--- src/rtl/instr_fetch.sv ---
// Instruction fetch unit: issues single outstanding reads at pc, holds the returned word
// until the datapath acknowledges it, and follows branch/jump redirects.
module instr_fetch #(
  parameter logic [31:0] RESET_PC = 32'h0000_0000
) (
  input  logic        clk,
  input  logic        rst_n,
  output logic        memReq,
  output logic [31:0] memAddr,
  input  logic        memReady,
  input  logic [31:0] memData,
  output logic [31:0] instr,
  output logic [31:0] instrPc,
  output logic        instrValid,
  input  logic        instrAck,
  input  logic        redirect,
  input  logic [31:0] redirectPc,
  output logic [31:0] pc,
  output logic        fault,
  output logic [31:0] fetchCount
);

  typedef enum logic [1:0] {StIdle, StReq, StHold, StHalt} state_e;

  state_e      state_q;
  logic [31:0] pc_q;
  logic [31:0] instr_q;
  logic [31:0] instr_pc_q;
  logic        valid_q;
  logic        req_q;
  logic        fault_q;
  logic [31:0] count_q;
  logic        misaligned;

  assign misaligned = |redirectPc[1:0];

  always_ff @(posedge clk) begin
    if (!rst_n) begin
      state_q    <= StIdle;
      pc_q       <= RESET_PC;
      instr_q    <= 32'h0;
      instr_pc_q <= 32'h0;
      valid_q    <= 1'b0;
      req_q      <= 1'b0;
      fault_q    <= 1'b0;
      count_q    <= 32'h0;
    end else begin
      unique case (state_q)
        StIdle: begin
          state_q <= StReq;
          req_q   <= 1'b1;
        end
        StReq: begin
          // Redirect beats memReady: the returned word belongs to the abandoned path.
          if (redirect) begin
            if (misaligned) begin
              state_q <= StHalt;
              req_q   <= 1'b0;
              fault_q <= 1'b1;
            end else begin
              pc_q <= redirectPc;
            end
          end else if (memReady) begin
            instr_q    <= memData;
            instr_pc_q <= pc_q;
            state_q    <= StHold;
            req_q      <= 1'b0;
            valid_q    <= 1'b1;
          end
        end
        StHold: begin
          // An acknowledged word is consumed even when a redirect arrives alongside it.
          if (instrAck) count_q <= count_q + 32'd1;
          if (redirect) begin
            valid_q <= 1'b0;
            if (misaligned) begin
              state_q <= StHalt;
              fault_q <= 1'b1;
            end else begin
              pc_q    <= redirectPc;
              state_q <= StReq;
              req_q   <= 1'b1;
            end
          end else if (instrAck) begin
            pc_q    <= pc_q + 32'd4;
            state_q <= StReq;
            req_q   <= 1'b1;
            valid_q <= 1'b0;
          end
        end
        StHalt: begin
          state_q <= StHalt;
        end
        default: state_q <= StIdle;
      endcase
    end
  end

  assign memReq     = req_q;
  assign memAddr    = pc_q;
  assign pc         = pc_q;
  assign instr      = instr_q;
  assign instrPc    = instr_pc_q;
  assign instrValid = valid_q;
  assign fault      = fault_q;
  assign fetchCount = count_q;

endmodule

--- config.mk ---
export PLATFORM = sky130hd
export DESIGN_NAME = instr_fetch
export DESIGN_NICKNAME = d
export VERILOG_FILES = /design/src/rtl/instr_fetch.sv
export SDC_FILE = /design/constraint.sdc
export NUM_CORES = 1
export LEC_CHECK = 0
export ABC_CLOCK_PERIOD_IN_PS = 5960
export BUFFER_PORTS_ARGS = -buffer_cell sky130_fd_sc_hd__buf_4
export CAP_MARGIN = 20
export CORE_MARGIN = 2
export CORE_UTILIZATION = 54
export CTS_CLUSTER_DIAMETER = 100
export DETAILED_ROUTE_END_ITERATION = 7
export PLACE_DENSITY = 0.83
export REMOVE_ABC_BUFFERS = 1
export SYNTH_ARGS = -nofsm -noshare
export SYNTH_HDL_FRONTEND = slang
export SYNTH_SLANG_ARGS = --single-unit
--- constraint.sdc ---
create_clock -name clk -period 5.96 [get_ports clk]
set_input_delay 0.596 -clock clk [delete_from_list [all_inputs] [get_ports clk]]
set_output_delay 0.596 -clock clk [all_outputs]
set_load 0.02 [all_outputs]
==> metrics.yaml <==
status:
  status: "complete, no violations"
place:
  hpwl_um: 12700
  dpl.cell_count: 1079
  numPortBuffers: 231
  pre_cts_ws_ns: 2.87
  place_congestion: 0.850
  post_dp_cell_area_um2: 7810
global_routing:
  grt_pass1_wl_um: 29100
  grt_max_degree: 69
  antenna_found_initial: 0
  grt.total_usage_pct: 28.2
  grt-ovfl-total: 0
  grt_pass1_vias: 5797
worst_hold_path:
  holdCritPathClass: "in2reg"
floorplan:
  die-area_um2: 12600
  ioPinCount: 232
  placementRows: 39
  die_x_um: 112
  core_area_um2: 11400
  die_h_um: 112
  start_util_pct: 55.4
synthesis:
  syn_inst: 782
  syn_avg_cell_area_um2: 8.09
  synth_area_um2: 6330
  synth_seq_cells: 133
  yosys-top-cells-count: "nand2_1 (162), dfxtp_1 (133), a21oi_1 (74), nor2_1 (52), buf_4 (35)"
  yosysMostFrequentCell: "nand2_1"
  synth-seq-area-share_pct: 42.1
  synth_largest_area_cell: "dfxtp_1"
  async_flop_share_pct: 0
  ys_warn_count: 0
  yosysUniqueCellTypes: 65
  ys.flop_type: "dfxtp_1"
  synth.area.top_cells: "dfxtp_1 (42%), nand2_1 (9.6%), a21oi_1 (5.9%), buf_4 (4.2%), nor2_1 (3.1%)"
  synth_top_cell_area_share_pct: 42.1
  synth_edf_count: 0
setup_path:
  setup.worst_path.start_class: "register"
  cp.required_ns: 6.24
  cp_max_fo: 18
  cp-end-kind: "register"
  arrival_ns: 3.02
  path_class: "reg2reg"
sta:
  min_period_over_period_pct: 46.1
  worst_clock_skew_ns: 0.00909
  setup_tns_ns: 0
  finalHoldViolCount: 0
  grt_setup_unrepaired: "false"
  maxSlewHeadroom_pct: 36.6
  hold_ws_ns: 0.433
  setup_viol: 0
  tightest_slew_ns: 0.951
  min_period_ns: 2.75
  timing.final.ws_setup_ns: 3.21
  max_freq_mhz: 364
  slew_violations: 0
drt:
  drtAntennaViolNets: 0
  vias: 6314
  via_per_inst: 5.69
  drc: 0
  drt_wl_total_um: 18100
  routedWlPerCell_um: 16.3
  drt_iter0_drc: 583
  firstDrtPassIters: 6
final_layout:
  nNetsFinal: 1030
  layout-drive-gt1-share_pct: 29.7
  regArea_um2: 2660
  final_cells: 1109
  final_area_um2: 8440
  multi_input_area_um2: 3150
  fill_cells: 909
  diodes: 0
  areaGrowthSynthToFinish_pct: 33.4
  fin_util_pct: 73.9
job:
  drv_cap: 0
cts:
  clockRootBuffer: "clkbuf_16"
  cts.reportedPaths.clkPinSlew_ns: 0.06
  cts-resized-gates: 0
  hold_buffers: 0
  cts_tree: "done"
  clock_path_buffers: 2
  cts_setup_buffers: 0
  worstSkewPairLatency_ns: 0.41
  h-tree-depth: 4
  cts.sinks: 133
  cts_buffers: 17
power:
  p_leak_nw: 3.46
  finalPower_mw: 2.55
  p_per_area_nw_per_um2: 302
  ir_drop_uv: 196
[cell families (layout without fill, tap and decap cells)]
| group | after synthesis | after routing | synth area share, % |
|---|---|---|---|
| buffers and inverters | 95 | 279 | 8.25 |
| muxes | 9 | 9 | 1.44 |
| xor gates and xnor gates | 29 | 29 | 4.01 |
| and+or+nand+nor | 345 | 345 | 26.5 |
| DFF | 133 | 133 | 42.1 |
| AOI/OAI and AO/OA | 165 | 165 | 16.5 |
| adders and majority gates | 6 | 6 | 1.19 |
[path summary, 6_finish.rpt]
| kind | start | to | slack [ns] | depth (start not counted) |
|---|---|---|---|---|
| worst max-delay path | state_q[0] | memAddr[13] | 3.21 | 7 |
| worst min-delay path | memData[21] | instr[21] | 0.43 | 3 |
| worst max register to register | state_q[0] | memAddr[13] | 3.21 | 7 |
| worst min register to register | instr[12] | instr[12] | 0.45 | 2 |
[layer usage]
layer  track usage, %  part of all wire, %  vias to the layer above
met5                0                    0                        -
met4             7.64                  1.2                        0
met3             7.02                  8.8                       26
met2             46.7                   48                      313
met1             36.8                   42                     2913
li1                 -                    -                     3062
[worst max-delay path, cell delays in order, from the launching register on]
cell	delay (ns)
dfxtp_1	0.36
inv_1	0.10
ha_1	0.41
and4bb_2	0.44
a311oi_4	0.80
nor3_1	0.13
a311oi_1	0.30
a311oi_1	0.06
[final cells by class]
class	instances	share of cell area, %
clock buffers	19	5.37
repair buffers	236	21.0
multi-input cells	554	37.3
flip-flops and latches	133	31.5
inverters	13	0.593
clock inverters	11	2.07
well taps	143	2.12
[state kept, by name, summed over array words and instances (netlist names)]
signal      cells
fault           1
memReq          1
instrValid      1
instrPc        32
fetchCount     32
memAddr        32
state_q         2
instr          32
[where the power goes]
group | switching [mW] | leakage (nW) | internal (mW)
Combinational | 0.266 | 2.08 | 0.183
Sequential | 0.0666 | 1.08 | 0.935
Clock | 0.383 | 0.302 | 0.721
[cells in the final DEF (no fill, tap or decap), drive strengths merged, types with 3 or more instances in the layout]
| cell | count |
|---|---|
| a21oi | 74 |
| o221ai | 3 |
| nor4 | 10 |
| a31oi | 3 |
| a21boi | 14 |
| a22oi | 6 |
| clkbuf | 19 |
| a211oi | 5 |
| o21ai | 18 |
| inv | 14 |
| or3 | 5 |
| xor2 | 7 |
| dfxtp | 133 |
| nand2 | 162 |
| nand3 | 24 |
| and2 | 6 |
| o211ai | 3 |
| ha | 6 |
| bufinv | 4 |
| o22ai | 12 |
| or4 | 5 |
| and4 | 13 |
| clkinv | 4 |
| a311oi | 7 |
| xnor2 | 22 |
| buf | 236 |
| nor2 | 53 |
| nor2b | 4 |
| mux2i | 8 |
| nand4 | 23 |
| nor3 | 22 |
| and3 | 11 |
Note: power is estimated with default switching activity, not from simulation.
